===== config.mk =====
export PLATFORM = sky130hd
export DESIGN_NAME = mux2_arbiter
export DESIGN_NICKNAME = d
export VERILOG_FILES = /design/src/rtl/mux2_arb_pkg.sv /design/src/rtl/mux2_arbiter_mux.sv /design/src/rtl/mux2_arbiter.sv
export SDC_FILE = /design/constraint.sdc
export NUM_CORES = 1
export LEC_CHECK = 0
export ABC_AREA = 0
export BUFFER_PORTS_ARGS = -buffer_cell sky130_fd_sc_hd__buf_2
export CORE_AREA = 2 2 70 72
export CTS_CLUSTER_DIAMETER = 100
export DETAILED_ROUTE_END_ITERATION = 8
export DIE_AREA = 0 0 72 74
export PLACE_DENSITY = 0.84
export SETUP_SLACK_MARGIN = 0.02
export SLEW_MARGIN = 10
export SYNTH_ARGS = -nofsm -noshare
export SYNTH_HDL_FRONTEND = slang
export SYNTH_SLANG_ARGS = --single-unit

===== constraint.sdc =====
create_clock -name clk -period 3.8 [get_ports clk]
set_input_delay 0.57 -clock clk [delete_from_list [all_inputs] [get_ports clk]]
set_output_delay 0.57 -clock clk [all_outputs]
set_load 0.005 [all_outputs]

===== src/rtl/mux2_arb_pkg.sv =====
// Shared types and defaults for the two-requester writeback arbiter.
package mux2_arb_pkg;

  typedef enum logic [1:0] {
    IDLE  = 2'd0,
    LOCK0 = 2'd1,
    LOCK1 = 2'd2
  } state_e;

  localparam int MAX_BURST_DEF = 8;

endpackage


===== src/rtl/mux2_arbiter_mux.sv =====
// Plain 2:1 datapath mux shared by the two requesters.
module mux2_arbiter_mux #(
  parameter int WIDTH = 32
) (
  input  logic             sel,
  input  logic [WIDTH-1:0] in0,
  input  logic [WIDTH-1:0] in1,
  output logic [WIDTH-1:0] out
);

  assign out = sel ? in1 : in0;

endmodule


===== src/rtl/mux2_arbiter.sv =====
// Round-robin arbiter with packet locking in front of a shared registered output stage.
module mux2_arbiter
  import mux2_arb_pkg::*;
#(
  parameter int WIDTH     = 32,
  parameter int MAX_BURST = MAX_BURST_DEF
) (
  input  logic             clk,
  input  logic             rst_n,
  input  logic             in0_valid,
  input  logic [WIDTH-1:0] in0_data,
  input  logic             in0_last,
  output logic             in0_ready,
  input  logic             in1_valid,
  input  logic [WIDTH-1:0] in1_data,
  input  logic             in1_last,
  output logic             in1_ready,
  output logic             sel,
  output logic             out_valid,
  output logic [WIDTH-1:0] out_data,
  output logic             out_src,
  output logic             out_last,
  input  logic             out_ready,
  output logic             err_overrun
);

  localparam int CW = $clog2(MAX_BURST + 1);

  state_e           state_q, state_d;
  logic             rr_q, rr_d;
  logic [CW-1:0]    cnt_q, cnt_d;
  logic             sel_q, sel_d;
  logic             out_valid_q, out_valid_d;
  logic [WIDTH-1:0] out_data_q, out_data_d;
  logic             out_src_q, out_src_d;
  logic             out_last_q, out_last_d;
  logic             err_q, err_d;

  logic             room;
  logic             accept;
  logic [WIDTH:0]   mux_out;
  logic             beat_last;
  logic [CW-1:0]    cnt_inc;

  // With nobody requesting in IDLE the select parks on its previous value.
  always_comb begin
    sel_d = sel_q;
    unique case (state_q)
      IDLE: begin
        if (in0_valid && in1_valid) sel_d = rr_q;
        else if (in0_valid)         sel_d = 1'b0;
        else if (in1_valid)         sel_d = 1'b1;
      end
      LOCK0:   sel_d = 1'b0;
      LOCK1:   sel_d = 1'b1;
      default: sel_d = sel_q;
    endcase
  end

  assign sel       = sel_d;
  assign room      = !out_valid_q || out_ready;
  assign in0_ready = !sel_d && room && (state_q == IDLE || state_q == LOCK0);
  assign in1_ready =  sel_d && room && (state_q == IDLE || state_q == LOCK1);
  assign accept    = (in0_valid && in0_ready) || (in1_valid && in1_ready);

  mux2_arbiter_mux #(.WIDTH(WIDTH + 1)) u_mux (
    .sel (sel_d),
    .in0 ({in0_last, in0_data}),
    .in1 ({in1_last, in1_data}),
    .out (mux_out)
  );

  assign beat_last = mux_out[WIDTH];
  assign cnt_inc   = cnt_q + 1'b1;

  always_comb begin
    state_d     = state_q;
    rr_d        = rr_q;
    cnt_d       = cnt_q;
    err_d       = 1'b0;
    out_valid_d = out_valid_q;
    out_data_d  = out_data_q;
    out_src_d   = out_src_q;
    out_last_d  = out_last_q;

    if (accept) begin
      out_valid_d = 1'b1;
      out_data_d  = mux_out[WIDTH-1:0];
      out_src_d   = sel_d;
      out_last_d  = beat_last;

      if (state_q == IDLE) begin
        if (beat_last) begin
          rr_d = ~sel_d;
        end else begin
          state_d = sel_d ? LOCK1 : LOCK0;
          cnt_d   = CW'(1);
        end
      end else if (beat_last) begin
        state_d = IDLE;
        rr_d    = ~sel_d;
        cnt_d   = '0;
      end else if (cnt_inc == CW'(MAX_BURST)) begin
        // Burst ran too long: drop the lock so the other side gets a turn.
        state_d = IDLE;
        rr_d    = ~sel_d;
        cnt_d   = '0;
        err_d   = 1'b1;
      end else begin
        cnt_d = cnt_inc;
      end
    end else if (out_ready) begin
      out_valid_d = 1'b0;
    end
  end

  always_ff @(posedge clk or negedge rst_n) begin
    if (!rst_n) begin
      state_q     <= IDLE;
      rr_q        <= 1'b0;
      cnt_q       <= '0;
      sel_q       <= 1'b0;
      out_valid_q <= 1'b0;
      out_data_q  <= '0;
      out_src_q   <= 1'b0;
      out_last_q  <= 1'b0;
      err_q       <= 1'b0;
    end else begin
      state_q     <= state_d;
      rr_q        <= rr_d;
      cnt_q       <= cnt_d;
      sel_q       <= sel_d;
      out_valid_q <= out_valid_d;
      out_data_q  <= out_data_d;
      out_src_q   <= out_src_d;
      out_last_q  <= out_last_d;
      err_q       <= err_d;
    end
  end

  assign out_valid   = out_valid_q;
  assign out_data    = out_data_q;
  assign out_src     = out_src_q;
  assign out_last    = out_last_q;
  assign err_overrun = err_q;

endmodule


* Word level (Yosys, flattened, before mapping)
Index checks and enable logic that the tools add are counted.
Operators by class: reduce and logical (&&, ||, !) cells 20, multiplexer cells 24, equal/unequal tests 5, add/sub/neg operators 1, bitwise operators 1
Operators by type and width (count):
- 33-bit two-way mux | 1
- 4-bit two-way mux | 4
- 1-bit two-way mux | 13
- 2-bit two-way mux | 5
- 1-bit logical AND | 7
- 3-bit AND reduction | 2
- 4-bit by 1-bit adder with 4-bit output (second input constant) | 1
- 4-bit == test (second input constant) | 1
- 1-bit logical OR | 4
- 2-bit inequality test (second input constant) | 2
- 2-bit nonzero test | 2
- 1-bit case mux with 3 select lines | 1
- 3-bit nonzero test | 1
- 2-bit by 1-bit == test with 1-bit output (second input constant) | 1
- 2-bit == test (second input constant) | 1
- 1-bit zero test | 2
- 2-bit zero test | 1
- 2-bit AND reduction | 1
- 1-bit inverter | 1
Storage, ports and cells: input port bits 71, word-level logic and storage cells 60, register bits after elaboration 44, output and inout port bits 39

* Depth between registers and ports, before layout
Gate-level depths: netlist (run 1).
depth in word-level cells 10, mapped depth 8, depth with buffers taken out 6

* Cells and area by module
Synthesis (run 1) repeated with hierarchy kept, for this count alone.
Second synthesis, totals: cell total of the unflattened synthesis 251, area total of the unflattened synthesis 2496.1 µm²
Modules (own cells, without submodules):
- mux2_arbiter | instances 1, area an instance 1940.6 µm², seq. area each 1101.1 µm², cells each 214
- mux2_arbiter_mux | instances 1, area an instance 555.5 µm², seq. area each 0.0 µm², cells each 37

* Least setup slack after synthesis (run 1)
OpenSTA, ideal clock, no wires.
path kind in2out, from input in1_valid, to output sel, stages on the path 6, data required time 3.230 ns, arrival 1.386 ns, path buffers 2, path slack 1.844 ns, path through or2_1 -> o22ai_2 -> a21o_1 -> buf_6 -> buf_12 -> inv_1
On the way: longest elaborated chain between the ends 4, elaborated cells on any way between the ends 5, those cells by class mux: 4; reduce/logical: 1
RTL lines:
- start, declared | RTL line mux2_arbiter.sv:14 | input logic in1_valid,
- 1-bit two-way mux | RTL line mux2_arbiter.sv:52 | else if (in1_valid) sel_d = 1'b1;
- 1-bit two-way mux | RTL line mux2_arbiter.sv:51 | else if (in0_valid) sel_d = 1'b0;
- 1-bit two-way mux * | RTL line mux2_arbiter.sv:50 | if (in0_valid && in1_valid) sel_d = rr_q;
- 1-bit case mux with 3 select lines * | RTL line mux2_arbiter.sv:48 | unique case (state_q)
- end, declared | RTL line mux2_arbiter.sv:18 | output logic sel,
Mark *: on every way between the ends. The rest lies on a longest branch, timed or not.

* Final worst setup path (run 1)
from register state_q[1], to output sel
On the way: longest elaborated chain between the ends 2, elaborated cells on any way between the ends 4, those cells by class eq/ne: 2; mux: 1; reduce/logical: 1
RTL lines:
- start, declared | RTL line mux2_arbiter.sv:29 | state_e state_q, state_d;
- start signal, assigned | RTL line mux2_arbiter.sv:129 | state_q <= state_d;
- 2-bit == test, or another cell as far along | RTL line mux2_arbiter.sv:48
- 1-bit case mux with 3 select lines * | RTL line mux2_arbiter.sv:48
Marked as above.

==> metrics.yaml, run 1 <==
clock_network:
  cts_max_level: 2
  cts_resized: 0
  cts.sinks: 44
  clk-insertion-delay-late_ps: 290
  ctsHoldBuffers: 0
  ctsRootBufferMaster: "clkbuf_8"
  cts.clk_slew.worst_paths_ps: 70
  post_cts_buffers: 0
  cts_buffer_depth: 2
  cts_made_buffers: 5
  cts_tree: "built"
critical_path:
  critical_path_required_ps: 3230
  slowest_delay_ps: 470
  critPathArrivalTime_ps: 1600
  cpLargestDelayFamily: "flip-flops"
  rrSetupSlack_ps: 1740
  worst-path-buf-inv: 2
  crit_path_max_fanout: 9
  reg2reg_to: "out_data[2]"
  ff2ff_path_depth: 6
  path_cells: "or2_1 -> o22ai_2 -> a21o_2 -> inv_1 -> buf_2"
  cp-start-kind: "register"
  crit_path_end_kind: "output pin"
  regToRegStartpoint: "state_q[1]"
  cp_slowest_cell: "dfrtp_1"
  critical_path_class: "reg -> out"
sta:
  clock_skew_ps: 4.322
  rsz0062_at_grt: "false"
  fin_crit_ps: 2165
  hold_violations: 0
  setup_ws_ps: 1635
  post-route-period-util_pct: 56.98
  fmax_ghz: 0.4618
  setup_tns_ps: 0
  finalSetupViolations: 0
  tightest_slew_ps: 969.0
  timing.slew.headroom_pct: 35.40
  finalMaxSlewViolations: 0
global_routing:
  grt_max_degree: 45
  grt_pass1_wl_um: 7521
  antenna_found_initial: 0
  grtUsageTotal_pct: 18.19
  grt_overflow: 0
  grt_pass1_vias: 1780
logic_synthesis:
  ys_seq_area_share_pct: 50.20
  avgSynthCellArea_um2: 10.44
  synth_warnings: 0
  ys_dominant_reg_cell: "dfrtp_1"
  syn-num-nets: 282
  netlist_area_mm2: 0.002193
  synthCells: 210
  synth-edff-count: 0
  synth_async_sr_flop_share_pct: 100.0
  ys_seq_elements: 44
  synth_cell_type_count: 30
routing:
  vias: 1867
  drc: 0
  viasPerCell: 5.087
  wirelength_um: 4657
  detail_route.wl_per_cell_um: 12.69
  postRouteAntennaNets: 0
  dr.pass1.iters: 4
  drtIter0Drc: 108
placed_design:
  dp.cells: 362
  numPortBuffers: 109
  place_congestion: 0.7961
  pre_cts_slack_ps: 1550
  place_area_mm2: 0.002709
  dp_hpwl_um: 3498
floorplanning:
  start_util_pct: 47.70
  die_x_um: 72
  row_count: 25
  die-area_mm2: 0.005328
  top_level_ports: 110
  die_h_um: 74
  design.core.area_mm2: 0.004598
layout:
  finalInstanceArea_mm2: 0.002778
  layout.cells.most_common_list: "buf_2, dfrtp_1, nand2_1"
  seq_area_mm2: 0.001101
  multi_input_comb_area_um2: 972.2
  fillerInstances: 407
  syn_to_final_growth_pct: 26.64
  antennaDiodeCount: 0
  mostFrequentLayoutCell: "buf_2"
  nets: 387
  fin_util_pct: 60.41
  fin_cells: 367
  drive_gt1_share_pct: 39.30
pwr:
  power.leakage_nw: 1.513
  powerDensity_mw_per_mm2: 737.9
  ir_drop_v: 0.0002882
worst_hold_path:
  hold_class: "in -> async"
run_status:
  outcome: "finished, final reports clean"
flow_run:
  drv_cap: 0
==> kinds of logic (layout without fill, tap and decap cells) <==
kind of cell / after synthesis / in the layout / share of synthesized area (%)
buffers and inverters: 15 / 118 / 5.591
AND/OR/NAND/NOR: 63 / 63 / 12.78
AO/OA/AOI/OAI: 51 / 51 / 14.32
multiplexers: 36 / 36 / 16.54
flip-flops: 44 / 44 / 50.20
adder cells (fa/ha/maj): 1 / 1 / 0.5704
==> cell usage after synthesis (all sizes together), types with 2 or more instances <==
cell type	n	area share, %
a21o	3	1.0
a21oi	3	0.68
a22o	4	1.6
a32o	2	0.91
buf	7	4.2
clkbuf	6	1.0
dfrtp	44	50
inv	2	0.34
mux2	2	1.0
mux2i	34	16
nand2	35	6.0
nand2b	4	1.1
nand3	3	0.68
nor2	8	1.4
nor2b	4	1.1
nor3	4	0.91
o21ai	34	7.8
o22ai	2	1.1
==> worst max-delay path by stage <==
| stage | from | end | slack, ps | cells after the start |
|---|---|---|---|---|
| after floorplan | in1_valid | sel | 1840 | 6 |
| after global placement | in1_valid | out_data[12] | 1600 | 7 |
| after detailed placement | in1_valid | out_data[2] | 1550 | 7 |
| after CTS | state_q[1] | sel | 1620 | 5 |
| after global routing | state_q[1] | sel | 1520 | 5 |
| final | state_q[1] | sel | 1630 | 5 |
==> where the power goes <==
part           internal (mW)  total, mW  leakage (nW)  switching, mW
Sequential             0.686      0.824         0.540          0.138
Combinational          0.468      0.968         0.937          0.499
Clock                  0.119      0.258        0.0359          0.140
==> final cells by class <==
| cell class | count | area share [%] |
|---|---|---|
| clock buffer | 5 | 2.477 |
| tap | 54 | 2.432 |
| timing repair buffer | 111 | 20.18 |
| multi-input combinational | 151 | 35.00 |
| sequential | 44 | 39.64 |
| inverter | 2 | 0.2703 |
==> metal layers <==
layer,vias to the layer above,part of all wire [%],track usage [%]
li1,932,-,-
met1,859,43,21.32
met2,67,50,33.02
met3,9,5.9,3.252
met4,0,1.6,7.757
met5,-,0,0
==> through the flow <==
stage / hold slack, ps / power, mW
2_1_floorplan: 274.4 / 1.550
3_3_place_gp: 463.1 / 1.773
3_5_place_dp: 470.1 / 1.816
4_1_cts: 467.3 / 2.076
5_1_grt: 510.0 / 2.222
6_report: 435.8 / 2.050
==> state kept, by name (all words and copies together), names as in the netlist <==
register	flops
cnt_q	4
err_overrun	1
out_data	32
out_last	1
out_src	1
out_valid	1
rr_q	1
sel_q	1
state_q	2
No activity file was read; power rests on OpenSTA's default activity.
==> inputs of run 2 (changes only) <==
--- a/config.mk
+++ b/config.mk
@@ -7,11 +7,11 @@
 export LEC_CHECK = 0
 export ABC_AREA = 0
 export BUFFER_PORTS_ARGS = -buffer_cell sky130_fd_sc_hd__buf_2
-export CORE_AREA = 2 2 70 72
+export CORE_AREA = 2 2 73 75
 export CTS_CLUSTER_DIAMETER = 100
 export DETAILED_ROUTE_END_ITERATION = 8
-export DIE_AREA = 0 0 72 74
-export PLACE_DENSITY = 0.84
+export DIE_AREA = 0 0 75 77
+export PLACE_DENSITY = 0.78
 export SETUP_SLACK_MARGIN = 0.02
 export SLEW_MARGIN = 10
 export SYNTH_ARGS = -nofsm -noshare
==> constraint.sdc (replaced) <==
create_clock -name clk -period 2.1 [get_ports clk]
set_input_delay 0.315 -clock clk [delete_from_list [all_inputs] [get_ports clk]]
set_output_delay 0.315 -clock clk [all_outputs]
set_load 0.005 [all_outputs]
==> run 2 against run 1 <==
Clock power up 95%; die area up 8.4%; non-clock buffer count up 6; register-to-register slack worse by 1400 ps; power up 90%; hold slack worse by 140 ps; final cell count up 6.8%; sequential power up 80%; setup slack worse by 1500 ps; routed wire length up 4.9%; largest power group unchanged; highest routed layer unchanged.
==> metrics.yaml, run 2 (synthesized netlist as in run 1, its figures left out) <==
floorplanning:
  die_h_um: 77  # +4.1%
  die-area_mm2: 0.005775  # +8.4%
  row_count: 26  # +4.0%
  design.core.area_mm2: 0.004977  # +8.2%
  top_level_ports: 110  # unchanged
  start_util_pct: 44.07  # -3.6 points
  die_x_um: 75  # +4.2%
placed_design:
  place_congestion: 0.8200  # +3.0%
  place_area_mm2: 0.002789  # +3.0%
  numPortBuffers: 109  # unchanged
  dp_hpwl_um: 3770  # +7.8%
critical_path:
  reg2reg_to: "out_data[12]"
  path_cells: "or2_1 -> o22ai_2 -> a21o_2 -> buf_12 -> inv_1 -> buf_2"
  slowest_delay_ps: 430  # -40 ps
  cp_slowest_cell: "dfrtp_2"
  rrSetupSlack_ps: 350  # -1390 ps
  ff2ff_path_depth: 7  # +1
  critical_path_class: "reg -> out"
  crit_path_max_fanout: 17  # +8
  cp-start-kind: "register"
  critPathArrivalTime_ps: 1680  # +80 ps
  cpLargestDelayFamily: "flip-flops"
  crit_path_end_kind: "output pin"
  critical_path_required_ps: 1780  # -1450 ps
  regToRegStartpoint: "state_q[1]"
  worst-path-buf-inv: 3  # +1
sta:
  hold_violations: 0  # unchanged
  fmax_ghz: 0.5011
  setup_tns_ps: 0  # unchanged
  timing.slew.headroom_pct: 73.74  # +38 points
  finalSetupViolations: 0  # unchanged
  post-route-period-util_pct: 95.02
  tightest_slew_ps: 382.9  # -586.1 ps
  finalMaxSlewViolations: 0  # unchanged
  fin_crit_ps: 1995
  clock_skew_ps: 5.739  # +1.417 ps
  rsz0062_at_grt: "false"
layout:
  finalInstanceArea_mm2: 0.002900  # +4.4%
  antennaDiodeCount: 0  # unchanged
  layout.cells.most_common_list: "buf_2, dfrtp_1, nand2_1"
  largest_register_ffs: 32  # unchanged
  syn_to_final_growth_pct: 32.23
  fillerInstances: 440  # +8.1%
  drive_gt1_share_pct: 40.37  # +1.1 points
  mostFrequentLayoutCell: "buf_2"
  nets: 393  # +1.6%
pwr:
  pwr-share-seq_pct: 38.0  # -2.2 points
  powerDensity_mw_per_mm2: 1343  # +82%
  power.leakage_nw: 1.561  # +3.2%
  switching_share_pct: 37.41  # -0.50 points
  p_int_mw: 2.437  # +92%
  ir_drop_v: 0.0006526  # +130%
  combPwrFrac_pct: 49.0  # +1.8 points
  clockPowerShare_pct: 13.0  # +0.4 points
  p_sw_mw: 1.457  # +88%
clock_network:
  clk-insertion-delay-late_ps: 280  # about the same
  cts_max_level: 2  # unchanged
  cts.sinks: 44  # unchanged
  cts_buffer_depth: 2  # unchanged
  cts.clk_slew.worst_paths_ps: 80  # about the same
  cts_tree: "built"
  cts_made_buffers: 5  # unchanged
  ctsRootBufferMaster: "clkbuf_8"
global_routing:
  antenna_found_initial: 0  # unchanged
  grt_pass1_vias: 1831  # +2.9%
  use_met2_pct: 30.00  # -3.0 points
  grt_pass1_wl_um: 7866  # +4.6%
  grt_max_degree: 45  # unchanged
  grt.busiest_layer: "met2"
  grt_overflow: 0  # unchanged
  grtUsageTotal_pct: 17.48  # -0.71 points
  use_met3_pct: 5.782  # +2.5 points
  grtUsageMet1_pct: 20.17  # -1.2 points
worst_hold_path:
  hold_depth: 3
  worstHoldStart: "in1_data[21]"
  min_to: "out_data[21]"
  hold_class: "in -> reg"
routing:
  wirelength_um: 4884  # +4.9%
  drc: 0  # unchanged
  detail_route.wl_per_cell_um: 12.46  # -1.8%
  dr.pass1.iters: 4  # unchanged
  postRouteAntennaNets: 0  # unchanged
  vias: 1898  # +1.7%
  drtIter0Drc: 50  # -54%
  viasPerCell: 4.842  # -4.8%
flow_run:
  drv_cap: 0  # unchanged
run_status:
  outcome: "finished, final reports clean"
run 2: cell count changes in the layout (fill, tap and decap cells not counted), sizes merged:
cell	change
buf	+5
clkbuf	+2
clkinv	+1
dlygate4sd3	+1
run 2: layout make-up:
class | instances | area (um2) | area share, %
multi-input cells | 151 | 972.2 | 33.52
well taps | 70 | 87.58 | 3.020
clock inverters | 1 | 8.758 | 0.3020
flip-flops and latches | 44 | 1102 | 38.01
clock buffers | 7 | 76.32 | 2.632
inverters | 2 | 7.507 | 0.2588
repair buffers | 117 | 645.6 | 22.26
run 2: worst max path at each step:
stage	cells after the start	from	slack, ps	end
2_1_floorplan	8	state_q[1]	470	out_data[0]
6_report	6	state_q[1]	100	sel
4_1_cts	6	state_q[1]	40	sel
3_5_place_dp	6	state_q[1]	310	sel
5_1_grt	6	state_q[1]	20	sel
3_3_place_gp	6	state_q[1]	350	sel
run 2: worst min-delay path: stages:
cell and delay, ps:
buf_2 70, mux2i_1 50, o21ai_1 100
run 2: per-stage QoR:
step	instances	util [%]	power [mW]	hold slack [ps]	setup WS [ps]
2_1_floorplan	210	-	2.806	19.41	469.5
3_3_place_gp	381	56.03	3.333	308.2	350.3
3_5_place_dp	381	56.03	3.401	317.3	314.7
4_1_cts	391	58.12	3.941	283.7	39.19
5_1_grt	392	58.27	4.199	298.4	24.29
6_report	392	58.27	3.894	294.0	104.5
run 2: routing by layer:
layer / vias up / routed length [um]
met5: - / 0
met4: 0 / 34
met3: 2 / 355
met2: 76 / 2486
met1: 867 / 2007
li1: 953 / -
run 2: power groups by stage:
stage	clock [mW]	sequential [mW]	combinational, mW
floorplan	0	1.49	1.32
global placement	0	1.49	1.85
detailed placement	0	1.49	1.91
CTS	0.526	1.49	1.92
global route	0.559	1.53	2.11
finish	0.504	1.48	1.91
run 2: repair_timing:
action                                  CTS  global route
setup buffers                             1             1
hold buffers                              1             0
gates resized for setup                   1             0
endpoints found under the setup margin    1             1
endpoints found under the hold margin     6             0
==> inputs of run 3 (changes only) <==
--- a/config.mk
+++ b/config.mk
@@ -7,11 +7,11 @@
 export LEC_CHECK = 0
 export ABC_AREA = 0
 export BUFFER_PORTS_ARGS = -buffer_cell sky130_fd_sc_hd__buf_2
-export CORE_AREA = 2 2 73 75
+export CORE_AREA = 2 2 70 72
 export CTS_CLUSTER_DIAMETER = 100
 export DETAILED_ROUTE_END_ITERATION = 8
-export DIE_AREA = 0 0 75 77
-export PLACE_DENSITY = 0.78
+export DIE_AREA = 0 0 72 74
+export PLACE_DENSITY = 0.84
 export SETUP_SLACK_MARGIN = 0.02
 export SLEW_MARGIN = 10
 export SYNTH_ARGS = -nofsm -noshare
==> constraint.sdc (replaced) <==
create_clock -name clk -period 2.47 [get_ports clk]
set_input_delay 0.3705 -clock clk [delete_from_list [all_inputs] [get_ports clk]]
set_output_delay 0.3705 -clock clk [all_outputs]
set_load 0.005 [all_outputs]
==> run 3 against run 2 <==
Sequential share of layout area rose by 1.1 points; hold slack got worse by 67 ps; sequential power fell by 15%; largest power group unchanged; highest routed layer unchanged.
==> metrics.yaml, run 3 (synthesized netlist as in run 1, its figures left out) <==
floorplanning:
  die_h_um: 74  # -3.9%
  design.core.area_mm2: 0.004598  # -7.6%
  start_util_pct: 47.70  # +3.6 points
  top_level_ports: 110  # unchanged
  die-area_mm2: 0.005328  # -7.7%
  die_x_um: 72  # -4.0%
  row_count: 25  # -3.8%
placed_design:
  dp.cells: 363  # -4.7%
  numPortBuffers: 109  # unchanged
  dp_hpwl_um: 3530  # -6.4%
  place_congestion: 0.7896  # -3.7%
critical_path:
  rrSetupSlack_ps: 510  # +160 ps
  crit_path_end_kind: "output pin"
  cp-start-kind: "register"
  reg2reg_to: "out_data[8]"
  regToRegStartpoint: "state_q[1]"
  ff2ff_path_depth: 6  # -1
  critPathArrivalTime_ps: 1840  # +160 ps
  critical_path_required_ps: 2100  # +320 ps
  crit_path_max_fanout: 13  # -4
  critical_path_class: "reg -> out"
clock_network:
  ctsHoldBuffers: 0  # -1
  ctsRootBufferMaster: "clkbuf_8"
  cts_max_level: 2  # unchanged
  cts.clk_slew.worst_paths_ps: 80  # about the same
  cts.sinks: 44  # unchanged
  cts_buffer_depth: 2  # unchanged
  post_cts_buffers: 0  # -1
  clk-insertion-delay-late_ps: 290  # about the same
  cts_tree: "built"
  cts_made_buffers: 5  # unchanged
  cts_resized: 0  # -1
layout:
  drive_gt1_share_pct: 39.43  # -0.94 points
  fin_util_pct: 61.31  # +3.0 points
  largest_register_ffs: 32  # unchanged
  seq_area_mm2: 0.001101  # -0.11%
  fillerInstances: 410  # -6.8%
  antennaDiodeCount: 0  # unchanged
  mostFrequentLayoutCell: "buf_2"
  layout.cells.most_common_list: "buf_2, dfrtp_1, nand2_1"
  fin_cells: 371  # -5.4%
  multi_input_comb_area_um2: 972.2  # unchanged
  syn_to_final_growth_pct: 28.52
  nets: 388  # -1.3%
routing:
  dr.pass1.iters: 4  # unchanged
  detail_route.wl_per_cell_um: 12.47  # +0.10%
  drtIter0Drc: 115  # +130%
  vias: 1869  # -1.5%
  wirelength_um: 4627  # -5.3%
  viasPerCell: 5.038  # +4.0%
  drc: 0  # unchanged
  postRouteAntennaNets: 0  # unchanged
pwr:
  ir_drop_v: 0.0005356  # -18%
  powerDensity_mw_per_mm2: 1147  # -15%
  power.leakage_nw: 1.532  # -1.8%
global_routing:
  grt_pass1_wl_um: 7672  # -2.5%
  grt_max_degree: 45  # unchanged
  grt_pass1_vias: 1767  # -3.5%
  grtUsageTotal_pct: 18.27  # +0.78 points
  antenna_found_initial: 0  # unchanged
  grt_overflow: 0  # unchanged
sta:
  fmax_ghz: 0.4534
  fin_crit_ps: 2206
  hold_violations: 0  # unchanged
  setup_tns_ps: 0  # unchanged
  finalMaxSlewViolations: 0  # unchanged
  tightest_slew_ps: 953.3  # +570.4 ps
  clock_skew_ps: 3.406  # -2.332 ps
  post-route-period-util_pct: 89.30
  timing.slew.headroom_pct: 36.45  # -37 points
  finalSetupViolations: 0  # unchanged
  rsz0062_at_grt: "false"
flow_run:
  drv_cap: 0  # unchanged
worst_hold_path:
  hold_class: "in -> async"
run_status:
  outcome: "finished, final reports clean"
run 3: cell count changes in the layout (fill, tap and decap cells not counted):
cell / change
dfrtp_2: -1
buf_4: -2
buf_12: -2
clkinv_4: -1
clkbuf_8: +1
dlygate4sd3_1: -1
dfrtp_1: +1
run 3: cell type report:
cell class	instances	share of cell area, %
clock buffer	8	3.196
inverter	2	0.2663
multi-input combinational	151	34.49
sequential	44	39.06
tap	54	2.397
timing repair buffer	112	20.59
run 3: report_power, final:
| group | leakage [nW] | switching [mW] | internal (mW) | total (mW) |
|---|---|---|---|---|
| registers | 0.540 | 0.204 | 1.05 | 1.26 |
| logic | 0.946 | 0.771 | 0.750 | 1.52 |
| clock network | 0.0455 | 0.225 | 0.228 | 0.453 |
run 3: worst max-delay path by stage:
stage               startpoint      endpoint  slack (ps)  cells past startpoint
floorplan           state_q[1]           sel         780                      7
global placement     in1_valid   out_data[6]         560                      7
detailed placement  state_q[1]  out_data[15]         510                      6
CTS                 state_q[1]           sel         240                      5
global route        state_q[1]           sel         150                      5
finish              state_q[1]           sel         260                      5
run 3: through the flow:
step	worst slack [ps]	cell area [um2]	hold slack [ps]	total power, mW
detailed placement	515.0	2729	471.5	2.819
global placement	563.9	2729	461.5	2.768
CTS	244.2	2819	262.7	3.283
global route	146.3	2819	307.9	3.522
floorplan	784.3	2193	74.91	2.385
finish	264.3	2819	226.9	3.234
run 3: routing by layer:
| layer | track usage [%] | part of all wire, % |
|---|---|---|
| met1 | 21.91 | 43 |
| met2 | 33.02 | 50 |
| met3 | 4.472 | 5.5 |
| met4 | 5.031 | 1.1 |
| met5 | 0 | 0 |
run 3: worst max-delay path: stages, from the launching register on:
cell     delay [ps]
dfrtp_1         470
or2_1           270
o22ai_2         170
a21o_2          380
inv_1           110
buf_2           140
